===== src/rtl/controle_jogo_param.sv =====
// controle_jogo_param
// Game controller for the memory game. It owns the sequence address,
// the round limit, the LED on/dark interval timer, the response timeout,
// the lives counter and the cumulative/fixed sequence mode. It drives the
// external sequence memory together with the jogada register and comparator.
//
// Ports:
//   clock, reset        rising-edge clock, asynchronous active-high reset
//   iniciar             one-cycle start pulse (honoured in INICIAL and final states)
//   jogada              one-cycle pulse, a button was pressed
//   igual               comparator result, looked at in COMPARACAO
//   modo_timeout        response timeout enable, captured in PREPARACAO
//   modo_cumulativo     player appends each new element, captured in PREPARACAO
//   endereco, limite    sequence memory address / index of last element of round
//   registra_jogada     memory write strobe (only in ADICIONA_JOGADA, with jogada)
//   registrarR          load strobe for the jogada register
//   conf_leds           show the memory colour on the LEDs
//   acertou/errou/pronto  end-of-game flags
//   vidas               lives remaining
//   db_estado           current state code, for debug displays
module controle_jogo_param #(
   parameter int DEPTH      = 16,
   parameter int ADDR_W     = 4,
   parameter int T_LED      = 1000,
   parameter int T_APAGADO  = 500,
   parameter int T_RESPOSTA = 5000,
   parameter int TIMER_W    = 16,
   parameter int VIDAS      = 3,
   parameter int VIDAS_W    = 2
) (
   input  logic               clock,
   input  logic               reset,
   input  logic               iniciar,
   input  logic               jogada,
   input  logic               igual,
   input  logic               modo_timeout,
   input  logic               modo_cumulativo,
   output logic [ADDR_W-1:0]  endereco,
   output logic [ADDR_W-1:0]  limite,
   output logic               registra_jogada,
   output logic               registrarR,
   output logic               conf_leds,
   output logic               acertou,
   output logic               errou,
   output logic               pronto,
   output logic [VIDAS_W-1:0] vidas,
   output logic [4:0]         db_estado
);

   typedef enum logic [4:0] {
      INICIAL         = 5'd0,
      PREPARACAO      = 5'd1,
      CARREGA_LED     = 5'd2,
      MOSTRA_LED      = 5'd3,
      MOSTRA_APAGADO  = 5'd4,
      ESPERA          = 5'd5,
      REGISTRA        = 5'd6,
      COMPARACAO      = 5'd7,
      PROXIMO         = 5'd8,
      PERDE_VIDA      = 5'd9,
      ADICIONA_JOGADA = 5'd10,
      PROXIMA_RODADA  = 5'd11,
      FINAL_ACERTO    = 5'd12,
      FINAL_ERRO      = 5'd13,
      FINAL_TIMEOUT   = 5'd14
   } estado_t;

   localparam logic [ADDR_W-1:0]  ULTIMO       = ADDR_W'(DEPTH - 1);
   localparam logic [TIMER_W-1:0] FIM_LED      = TIMER_W'(T_LED - 1);
   localparam logic [TIMER_W-1:0] FIM_APAGADO  = TIMER_W'(T_APAGADO - 1);
   localparam logic [TIMER_W-1:0] FIM_RESPOSTA = TIMER_W'(T_RESPOSTA - 1);
   localparam logic [VIDAS_W-1:0] VIDAS_INI    = VIDAS_W'(VIDAS);

   estado_t            state_q, state_d;
   logic [ADDR_W-1:0]  endereco_q, endereco_d;
   logic [ADDR_W-1:0]  limite_q, limite_d;
   logic [TIMER_W-1:0] timer_q, timer_d, timer_inc;
   logic [VIDAS_W-1:0] vidas_q, vidas_d;
   logic               modo_timeout_q, modo_timeout_d;
   logic               modo_cumulativo_q, modo_cumulativo_d;
   logic               resposta_expirou;

   // The timer sticks at all-ones instead of wrapping, so a very long wait
   // can never alias back into a short one.
   assign timer_inc = (timer_q == {TIMER_W{1'b1}}) ? timer_q : timer_q + TIMER_W'(1);

   // A missed answer only counts when the timeout mode was captured at game start.
   assign resposta_expirou = modo_timeout_q && (timer_q == FIM_RESPOSTA);

   // State and datapath registers. Reset puts the controller back in INICIAL
   // with a full set of lives and both mode registers cleared.
   always_ff @(posedge clock or posedge reset) begin
      if (reset) begin
         state_q           <= INICIAL;
         endereco_q        <= '0;
         limite_q          <= '0;
         timer_q           <= '0;
         vidas_q           <= VIDAS_INI;
         modo_timeout_q    <= 1'b0;
         modo_cumulativo_q <= 1'b0;
      end else begin
         state_q           <= state_d;
         endereco_q        <= endereco_d;
         limite_q          <= limite_d;
         timer_q           <= timer_d;
         vidas_q           <= vidas_d;
         modo_timeout_q    <= modo_timeout_d;
         modo_cumulativo_q <= modo_cumulativo_d;
      end
   end

   // Next-state and counter updates. The timer only advances in the four
   // timed states and is cleared everywhere else, which gives every timed
   // state a fresh count on entry.
   always_comb begin
      state_d           = state_q;
      endereco_d        = endereco_q;
      limite_d          = limite_q;
      timer_d           = '0;
      vidas_d           = vidas_q;
      modo_timeout_d    = modo_timeout_q;
      modo_cumulativo_d = modo_cumulativo_q;
      case (state_q)
         INICIAL: begin
            if (iniciar) state_d = PREPARACAO;
         end
         PREPARACAO: begin
            modo_timeout_d    = modo_timeout;
            modo_cumulativo_d = modo_cumulativo;
            endereco_d        = '0;
            limite_d          = '0;
            vidas_d           = VIDAS_INI;
            state_d           = CARREGA_LED;
         end
         CARREGA_LED: begin
            state_d = MOSTRA_LED;
         end
         MOSTRA_LED: begin
            if (timer_q == FIM_LED) state_d = MOSTRA_APAGADO;
            else timer_d = timer_inc;
         end
         MOSTRA_APAGADO: begin
            if (timer_q == FIM_APAGADO) begin
               if (endereco_q == limite_q) begin
                  endereco_d = '0;
                  state_d    = ESPERA;
               end else begin
                  endereco_d = endereco_q + ADDR_W'(1);
                  state_d    = CARREGA_LED;
               end
            end else begin
               timer_d = timer_inc;
            end
         end
         ESPERA: begin
            timer_d = timer_inc;
            // A press in the very last cycle still counts as an answer.
            if (jogada) state_d = REGISTRA;
            else if (resposta_expirou) state_d = FINAL_TIMEOUT;
         end
         REGISTRA: begin
            state_d = COMPARACAO;
         end
         COMPARACAO: begin
            if (!igual) state_d = PERDE_VIDA;
            else if (endereco_q != limite_q) state_d = PROXIMO;
            else if (limite_q == ULTIMO) state_d = FINAL_ACERTO;
            else if (modo_cumulativo_q) begin
               // The player's next press is stored one slot past the round.
               endereco_d = endereco_q + ADDR_W'(1);
               state_d    = ADICIONA_JOGADA;
            end else begin
               state_d = PROXIMA_RODADA;
            end
         end
         PROXIMO: begin
            endereco_d = endereco_q + ADDR_W'(1);
            state_d    = ESPERA;
         end
         PERDE_VIDA: begin
            // The last life is kept on display when the game is lost.
            if (vidas_q == VIDAS_W'(1)) begin
               state_d = FINAL_ERRO;
            end else begin
               vidas_d    = vidas_q - VIDAS_W'(1);
               endereco_d = '0;
               state_d    = CARREGA_LED;
            end
         end
         ADICIONA_JOGADA: begin
            timer_d = timer_inc;
            if (jogada) state_d = PROXIMA_RODADA;
            else if (resposta_expirou) state_d = FINAL_TIMEOUT;
         end
         PROXIMA_RODADA: begin
            if (limite_q != ULTIMO) limite_d = limite_q + ADDR_W'(1);
            endereco_d = '0;
            state_d    = CARREGA_LED;
         end
         FINAL_ACERTO, FINAL_ERRO, FINAL_TIMEOUT: begin
            if (iniciar) state_d = PREPARACAO;
         end
         default: begin
            state_d = INICIAL;
         end
      endcase
   end

   // Output decode. Everything is Moore except the memory write strobe,
   // which follows jogada directly so exactly one write lands in the press
   // cycle; it is also masked by reset so no write slips out after reset.
   always_comb begin
      conf_leds       = 1'b0;
      registrarR      = 1'b0;
      registra_jogada = 1'b0;
      acertou         = 1'b0;
      errou           = 1'b0;
      pronto          = 1'b0;
      case (state_q)
         MOSTRA_LED:      conf_leds = 1'b1;
         REGISTRA:        registrarR = 1'b1;
         ADICIONA_JOGADA: registra_jogada = jogada & ~reset;
         FINAL_ACERTO: begin
            acertou = 1'b1;
            pronto  = 1'b1;
         end
         FINAL_ERRO, FINAL_TIMEOUT: begin
            errou  = 1'b1;
            pronto = 1'b1;
         end
         default: ;
      endcase
   end

   assign endereco  = endereco_q;
   assign limite    = limite_q;
   assign vidas     = vidas_q;
   assign db_estado = state_q;

endmodule


===== config.mk =====
export PLATFORM = sky130hd
export DESIGN_NAME = controle_jogo_param
export DESIGN_NICKNAME = d
export VERILOG_FILES = /design/src/rtl/controle_jogo_param.sv
export SDC_FILE = /design/constraint.sdc
export NUM_CORES = 1
export LEC_CHECK = 0
export ABC_AREA = 1
export BUFFER_PORTS_ARGS = -buffer_cell sky130_fd_sc_hd__buf_2
export CAP_MARGIN = 5
export CORE_MARGIN = 1
export CORE_UTILIZATION = 40
export DETAILED_ROUTE_END_ITERATION = 10
export PLACE_DENSITY = 0.56
export SYNTH_ARGS = -nofsm -noshare
export SYNTH_HDL_FRONTEND = slang
export SYNTH_SLANG_ARGS = --single-unit
export TNS_END_PERCENT = 50

===== constraint.sdc =====
create_clock -name clock -period 2.5 [get_ports clock]
set_clock_uncertainty 0.2 [all_clocks]
set_input_delay 0.25 -clock clock [delete_from_list [all_inputs] [get_ports clock]]
set_output_delay 0.25 -clock clock [all_outputs]
set_load 0.02 [all_outputs]

Word level (Yosys, flattened, before mapping)
Index checks and enable logic that the tools add are counted.

storage, ports and cells
  register bits = 33
  latch bits = 0
  RAM bits = 0
  ROM bits = 0
  input port bits = 7
  output and inout bits = 21
  word-level logic and storage cells = 94
  memories kept = 0

cells by class
  add/subtract/negate cells = 4
  multipliers = 0
  divide/modulo/power cells = 0
  order comparisons = 0
  equality and inequality tests = 32
  shift-type cells = 0
  multiplexer cells = 35
  bitwise operators = 2
  reductions and logical operators = 14

operators with widths
  kind                   number
  $pmux 5 s11            1
  $mux 16                3
  $pmux 16 s3            1
  $mux 4                 9
  $eq 5x4->1 const B     7
  $mux 5                 6
  $eq 5x3->1 const B     4
  $pmux 4 s5             1
  $add 16x1->16 const B  1
  $eq 16x10->1 const B   1
  $eq 16x13->1 const B   1
  $eq 16x16->1 const B   1
  $eq 16x9->1 const B    1
  $ne 2x2->1 const B     8
  $mux 3                 4
  $eq 5x2->1 const B     2
  $add 4x1->4 const B    2
  $pmux 4 s2             1
  $mux 1                 7
  $reduce_and 7->1       1
  $reduce_or 2->1        3
  $eq 5x1->1 const B     1
  $logic_not 5->1        1
  $reduce_bool 5->1      1
  17 further kinds       19

Longest topological paths before layout
Gate-level depths: netlist of the first run.

  depth in word-level cells = 6
  mapped depth = 11
  depth with buffers taken out = 11

Worst setup path before layout of the first run
Ideal clock, no wire load.

  path type = flip-flop to flip-flop
  start point = reg state_q[0], in the netlist db_estado[0]
  end point = reg state_q[2], in the netlist db_estado[2]
  library setup time = 66 ps
  data arrival time = 1625 ps
  data required time = 2234 ps
  slack = 610 ps
  stages on the path, launching flop included = 10
  path buffers = 0
  period minus slack after synthesis = 1890 ps
  cells stage by stage = dfrtp_1 nand2_1 inv_1 nor2_1 a21oi_1 nor2_1 nor2_4 inv_2 nand2_1 nand2_1

on the way
  word-level cells in the longest chain between the ends = 4
  elaborated cells on any way between the ends = 22
  classes of those cells = eq/ne: 17; mux: 1; reduce/logical: 4

ends and longest elaborated chain
  element                                        RTL line  source
  start, declared                                74        estado_t state_q, state_d;
  start signal, assigned                         102       state_q <= state_d;
  $eq 5x4->1 or $logic_not 5->1 (tied branches)  123       case (state_q)
  $reduce_or 4->1 (no source line)               n/a
  $ne 2x1->1 (no source line)                    n/a
  $reduce_and 3->1 (no source line)              n/a

Parallel ways exist; a longest one is shown, timed or not.
A chain may end at the register's enable or synchronous reset.

Final worst setup path of the first run
  start point = reg timer_q[0]
  end point = reg timer_q[6]

on the way
  word-level cells in the longest chain between the ends = 4
  elaborated cells on any way between the ends = 8
  classes of those cells = add/sub: 1; eq/ne: 3; mux: 4

ends and longest elaborated chain
  element                                        RTL line  source
  start, declared                                77        logic [TIMER_W-1:0] timer_q, timer_d, timer_inc;
  start signal, assigned                         105       timer_q <= timer_d;
  $add 16x1->16 or $eq 16x16->1 (tied branches)  85        assign timer_inc = (timer_q == {TIMER_W{1'b1}}) ? timer_q : timer_q + TIMER_W'(1);
  $mux 16                                        85
  $mux 16, on equally long branches              143, 139
  $pmux 16 s3 *                                  123
  named net timer_d[6]                           77

Mark *: on every way through the listed nets, which the timed path passes. The rest lies on a longest branch.

==> results of run 1 <==
-- area by class of cell --
cell class	instances	area [um2]	share of cell area (%)
clock buffer	6	72.6	2.53
clock inverter	2	10.0	0.349
inverter	67	251	8.78
multi-input combinational	293	1440	50.1
sequential	33	828	28.9
tap	75	93.8	3.28
timing repair buffer	31	173	6.03
-- flip-flops by register name, summed over array words and instances, names as in the netlist --
signal	flops
modo_cumulativo_q	1
endereco	4
limite	4
db_estado	5
timer_q	16
vidas	2
modo_timeout_q	1
-- worst max-delay path, cell delays in order, from the launching register on --
cell and delay, ns:
sky130_fd_sc_hd__dfrtp_1 0.40, sky130_fd_sc_hd__ha_1 0.24, sky130_fd_sc_hd__nand2_1 0.09, sky130_fd_sc_hd__nor2_1 0.25, sky130_fd_sc_hd__nand3_2 0.18, sky130_fd_sc_hd__nand2_1 0.12, sky130_fd_sc_hd__nand4_2 0.26, sky130_fd_sc_hd__o21ai_0 0.20
sky130_fd_sc_hd__nor2_1 0.06
-- layout by cell type, fill, tap and decap left out, types with 7 or more instances in the layout --
cell | netlist | final
sky130_fd_sc_hd__dfrtp_1 | 31 | 31
sky130_fd_sc_hd__nand3_1 | 45 | 45
sky130_fd_sc_hd__nor3_1 | 7 | 7
sky130_fd_sc_hd__o21ai_0 | 16 | 16
sky130_fd_sc_hd__xor2_1 | 10 | 10
sky130_fd_sc_hd__nor2_1 | 62 | 62
sky130_fd_sc_hd__inv_1 | 63 | 63
sky130_fd_sc_hd__buf_2 | 0 | 27
sky130_fd_sc_hd__nand2_1 | 110 | 110
-- cells by family after synthesis --
| family | after synthesis | share of synthesized area, % |
|---|---|---|
| AO/OA/AOI/OAI | 28 | 6.07 |
| XOR/XNOR | 10 | 3.48 |
| adder cells (fa/ha/maj) | 4 | 1.99 |
| buffers and inverters | 67 | 9.99 |
| AND/OR/NAND/NOR | 249 | 45.0 |
| other | 1 | 0.149 |
| flip-flops | 33 | 32.9 |
| multiplexers | 1 | 0.398 |
-- power groups by stage --
stage	registers (mW)	clock network [mW]	logic, mW
6_report	0.652	0.395	0.492
5_1_grt	0.660	0.434	0.560
4_1_cts	0.651	0.412	0.494
3_5_place_dp	0.661	0	0.489
3_3_place_gp	0.660	0	0.489
2_1_floorplan	0.680	0	0.338
-- how the worst max path moves through the flow --
stage | start | end | slack [ns]
2_1_floorplan | db_estado[0]$_DFFE_PP0P_ | db_estado[2]$_DFFE_PP0P_ | 0.61
3_3_place_gp | timer_q[0]$_DFF_PP0_ | timer_q[4]$_DFF_PP0_ | 0.44
3_5_place_dp | timer_q[0]$_DFF_PP0_ | timer_q[6]$_DFF_PP0_ | 0.42
4_1_cts | db_estado[2]$_DFFE_PP0P_ | registra_jogada | 0.40
5_1_grt | timer_q[0]$_DFF_PP0_ | timer_q[4]$_DFF_PP0_ | 0.19
6_report | timer_q[0]$_DFF_PP0_ | timer_q[6]$_DFF_PP0_ | 0.38
-- stage by stage --
stage               power (mW)  setup WS, ns
CTS                       1.56         0.404
global placement          1.15         0.442
finish                    1.54         0.383
detailed placement        1.15         0.416
floorplan                 1.02         0.610
global route              1.65         0.190
-- metal layers --
metal | vias up | global-route usage (%)
li1 | 1305 | -
met1 | 1109 | 27.5
met2 | 47 | 37.8
met3 | 7 | 3.71
met4 | 0 | 5.54
met5 | - | 0
==> results.toml, run 1 <==
[final_layout]
nets = 442
drive_gt1_share_pct = 13.9
design_area_um2 = 2870
final_util_pct = 47.8
post_layout_nonfiller_instances = 507
antenna-diode-count = 0
fill_cells = 631
areaGrowthSynthToFinish_pct = 13.9

[worst_setup_path]
worst-path-max-fanout = 9
worstPathRequired_ns = 2.48
regToRegStartpoint = "timer_q[0]$_DFF_PP0_"
critical_path_arrival_ns = 2.09
r2r_end = "timer_q[6]$_DFF_PP0_"
setup.worst_path.start_class = "flop"
setup.worst_path.end_class = "flop"
regToRegSetupSlack_ns = 0.38
critPathKind = "reg2reg"
worst_r2r_path_depth = 8

[routing]
routed_wl_um = 6390
wl_met2_um = 3090
antenna_violating_nets_post_route = 0
avg_wl_per_cell_um = 12.6
detailedRoute.firstPassIterationCount = 4
detailroute.via_count = 2468
drt_iter0_markers = 180
wl_met3_um = 181
route.detailed.vias_per_inst = 4.87
route.layer.met1.wl_um = 3050
top_signal_layer_used = "met4"
drc = 0

[cts]
clock_insertion_delay_worst_skew_ns = 0.29
ctsHoldBuffers = 3
cts.repair.resized = 0
clock_sink_count = 33
clk_root_buffer_cell = "sky130_fd_sc_hd__clkbuf_8"
numCtsBuffers = 5
clock_path_buffers = 2
cts_tree = "built"
postCtsSetupBuffers = 0
cts.reportedPaths.clkPinSlew_ns = 0.07
cts_max_level = 2

[min_path]
hold_path_startpoint = "iniciar"
hold_ep = "db_estado[3]$_DFFE_PP0P_"
whs_path_depth = 4
min_delay_path_class = "in2reg"

[sta]
setup_viol = 0
finalHoldViolCount = 0
rsz0062_at_grt = "false"
worst_hold_slack_ns = 0.185
final.setup.tns_ns = 0
clock.fmax_ghz = 0.472
finalCriticalPeriod_ns = 2.12
finalCritPeriodShare_pct = 84.7
slew_viol_final = 0

[synth]
synth_top_cell_by_area = "sky130_fd_sc_hd__dfrtp_1"
post_synth.cell_area_avg_um2 = 6.40
yosys.cell_types.count = 30
synth_area_um2 = 2520
synth.top_cells.by_area = "sky130_fd_sc_hd__dfrtp_1 (31%), sky130_fd_sc_hd__nand2_1 (16%), sky130_fd_sc_hd__inv_1 (9.4%), sky130_fd_sc_hd__nor2_1 (9.2%), sky130_fd_sc_hd__nand3_1 (9.0%)"
synth_nets = 404
fraction_of_registers_with_async_set_reset_pct = 100
syn_inst = 393
top_count_cell_post_synth = "sky130_fd_sc_hd__nand2_1"
synth-warning-count = 0
synth.yosys.seq_area_share_pct = 32.9
yosys-top-cells-count = "sky130_fd_sc_hd__nand2_1 (110), sky130_fd_sc_hd__inv_1 (63), sky130_fd_sc_hd__nor2_1 (62)"
synth-seq-cells = 33
synthFlopType = "sky130_fd_sc_hd__dfrtp_1"
number_of_enable_type_register_cells_in_the_synthesized_netlist = 0
synth_top_area_share_pct = 30.8

[place]
detailed_place_hpwl_um = 5060
dp.cells = 496
placed_instance_area_um2 = 2750
placement.io_buffers = 27
place.gp.congestion = 0.924

[power]
p_per_area_nw_per_um2 = 537
power_switching_uw = 607
power_frac_seq_pct = 42.4
swShare_pct = 39.4
clockPowerShare_pct = 25.7
cellInternalPower_uw = 932
comb_power_share_pct = 32.0
ir_worst_vdd_mv = 0.264
leakage_nw = 1.57

[global_routing]
grt.total_usage_pct = 21.7
antenna_found_initial = 0
grt_remaining_overflow = 0
grt_max_degree = 25
grt_pass1_vias = 2396
grt_pass1_wl_um = 10900

[floorplan]
die_width_um = 81.3
design.portCount = 28
die-area_um2 = 6610
core.rowCount = 28
fp.dieH_um = 81.3
core_area_um2 = 5990
floorplan.initialDensity_pct = 42.0

[status]
status = "finished, final reports clean"

[flow_run]
max_cap_viol_count = 0
Note: power is estimated with default switching activity, not from simulation.
==> run 2: changes to the inputs <==
Clock period 2.5 ns to 2.2 ns, I/O delays scaled along.
==> run 2 against run 1 <==
Sequential share of layout area is 0.61 points lower. Largest cell class unchanged. First-iteration DRC count decreased by 34%. Register-to-register slack got worse by 0.21 ns. Clock power rose by 13%. Critical path type unchanged. Worst setup slack got worse by 0.21 ns. Count of clock-buffer cells in the layout unchanged. Combinational power rose by 20%. Wire length decreased by 0.70%. Flip-flop and latch count stayed put. Sequential power rose by 13%. Worst hold slack got worse by 0.034 ns. Largest power group unchanged.
==> results.toml, run 2 (synthesized netlist as in run 1, its figures left out) <==
[worst_setup_path]
critical-path-top-delay-family = "simple AND/OR/NAND/NOR gates"
setup.worst_path.end_class = "flop"
critPathSlowestCell = "sky130_fd_sc_hd__dfrtp_1"
worstPathRequired_ns = 2.18
cell_by_cell_trace_of_the_critical_path = "ha_2, nand2_1, nor2_1, nand3_2, nand2_1, nand2_1, nor2_4, inv_2, nand2_1, nand2_1"
cpMostUsedCell = "sky130_fd_sc_hd__nand2_1"
timing.critical_path.slowest_cell_delay_ns = 0.39
critPathKind = "reg2reg"
critical_path_arrival_ns = 2.01
setup.worst_path.start_class = "flop"
crit_buf_inv = 1
worst-path-max-fanout = 6

[global_routing]
grt.total_usage_pct = 21.7
antenna_found_initial = 0
grt_pass1_wl_um = 11000
grt_pass1_vias = 2431
grt_max_degree = 25
grt_remaining_overflow = 0

[final_layout]
mostFrequentLayoutCells = "sky130_fd_sc_hd__nand2_1 (110), sky130_fd_sc_hd__inv_1 (63), sky130_fd_sc_hd__nor2_1 (62)"
drive_gt1_share_pct = 15.1
fill_cells = 628
final_common_cell = "sky130_fd_sc_hd__nand2_1"
areaGrowthSynthToFinish_pct = 16.3
nets = 447
final_util_pct = 48.9
top_register = "timer_q"
largest_register_ffs = 16
design_area_um2 = 2930
antenna-diode-count = 0

[cts]
clock_sink_count = 33
clock_path_buffers = 2
clk_root_buffer_cell = "sky130_fd_sc_hd__clkbuf_8"
cts_tree = "built"
cts.reportedPaths.clkPinSlew_ns = 0.07
cts_max_level = 2
numCtsBuffers = 5
clock_insertion_delay_worst_skew_ns = 0.28

[sta]
finalCriticalPeriod_ns = 2.03
worst_hold_slack_ns = 0.151
finalHoldViolCount = 0
slew_viol_final = 0
final.setup.tns_ns = 0
finalCritPeriodShare_pct = 92.3
clock.fmax_ghz = 0.492
setup_viol = 0

[place]
place.gp.congestion = 0.910
detailed_place_hpwl_um = 5020
placed_instance_area_um2 = 2790
placement.io_buffers = 27

[floorplan]
core.rowCount = 28
die-area_um2 = 6610
die_width_um = 81.3
core_area_um2 = 5990
floorplan.initialDensity_pct = 42.0
fp.dieH_um = 81.3
design.portCount = 28

[routing]
drt_iter0_markers = 119
avg_wl_per_cell_um = 12.4
routed_wl_um = 6350
route.detailed.vias_per_inst = 4.90
detailedRoute.firstPassIterationCount = 6
antenna_violating_nets_post_route = 0
detailroute.via_count = 2508
drc = 0

[power]
clockPowerShare_pct = 25.3
power_frac_seq_pct = 41.6
leakage_nw = 1.60
swShare_pct = 39.3
comb_power_share_pct = 33.2
p_per_area_nw_per_um2 = 606
ir_worst_vdd_mv = 0.364
cellInternalPower_mw = 1.08
power_switching_uw = 697

[flow_run]
max_cap_viol_count = 0

[min_path]
min_delay_path_class = "in2reg"

[status]
status = "finished, final reports clean"
## run 2: changes by cell type in the layout (fill, tap and decap cells not counted)
| cell | change |
|---|---|
| sky130_fd_sc_hd__ha_1 | -1 |
| sky130_fd_sc_hd__nand4_4 | +1 |
| sky130_fd_sc_hd__buf_4 | +4 |
| sky130_fd_sc_hd__buf_12 | +1 |
| sky130_fd_sc_hd__ha_2 | +1 |
| sky130_fd_sc_hd__nand4_2 | -1 |
## run 2: path summary, 6_finish.rpt
check | slack [ns] | cells past startpoint | start | endpoint
worst max-delay path | 0.17 | 10 | timer_q[1]$_DFF_PP0_ | db_estado[2]$_DFFE_PP0P_
worst min-delay path | 0.15 | 4 | iniciar | db_estado[3]$_DFFE_PP0P_
worst max register to register | 0.17 | 10 | timer_q[1]$_DFF_PP0_ | db_estado[2]$_DFFE_PP0P_
worst min register to register | 0.29 | 2 | vidas[1]$_DFFE_PP1P_ | vidas[1]$_DFFE_PP1P_
max in group asynchronous | 1.00 | 4 | reset | endereco[2]$_DFFE_PP0P_
min in group asynchronous | 0.31 | 3 | reset | db_estado[4]$_DFFE_PP0P_
## run 2: power groups by stage
stage	Clock, mW	Combinational [mW]	Sequential (mW)
after detailed placement	0	0.567	0.751
after global routing	0.491	0.670	0.747
final	0.448	0.589	0.738
after floorplan	0	0.384	0.773
after global placement	0	0.563	0.751
after CTS	0.462	0.570	0.741
## run 2: layout make-up
| class | count | area [um2] | area share (%) |
|---|---|---|---|
| clock buffer | 6 | 72.6 | 2.48 |
| sequential | 33 | 828 | 28.3 |
| timing repair buffer | 36 | 223 | 7.61 |
| clock inverter | 2 | 10.0 | 0.342 |
| inverter | 67 | 251 | 8.59 |
| multi-input combinational | 293 | 1450 | 49.5 |
| tap | 75 | 93.8 | 3.21 |
## run 2: per-stage QoR
stage                     setup slack (ns)  std cells  power (mW)
final                                0.169        512        1.77
after global routing               -0.0101        512        1.91
after CTS                            0.120        510        1.77
after detailed placement             0.129        499        1.32
after global placement               0.170        499        1.31
after floorplan                      0.310        393        1.16
## run 2: worst register-to-register path, delay by kind of cell, from the launching register on
family	cells	cell delay (ns)
adder cells (fa/ha/maj)	1	0.23
buffers and inverters	1	0.06
flip-flops	1	0.39
AND/OR/NAND/NOR	8	1.06
## run 2: layer usage
layer / share of wire (%) / GRT usage (%)
met5: 0 / 0
met4: 1.3 / 6.79
met3: 2.1 / 3.26
met2: 50 / 38.5
met1: 47 / 26.7
## run 2: timing repair
| item | CTS | global route |
|---|---|---|
| setup endpoints to repair | 0 | 13 |
| hold endpoints to repair | 9 | 0 |
| hold buffers | 3 | 0 |
| setup buffers | 0 | 2 |
| gates resized for setup | 0 | 2 |
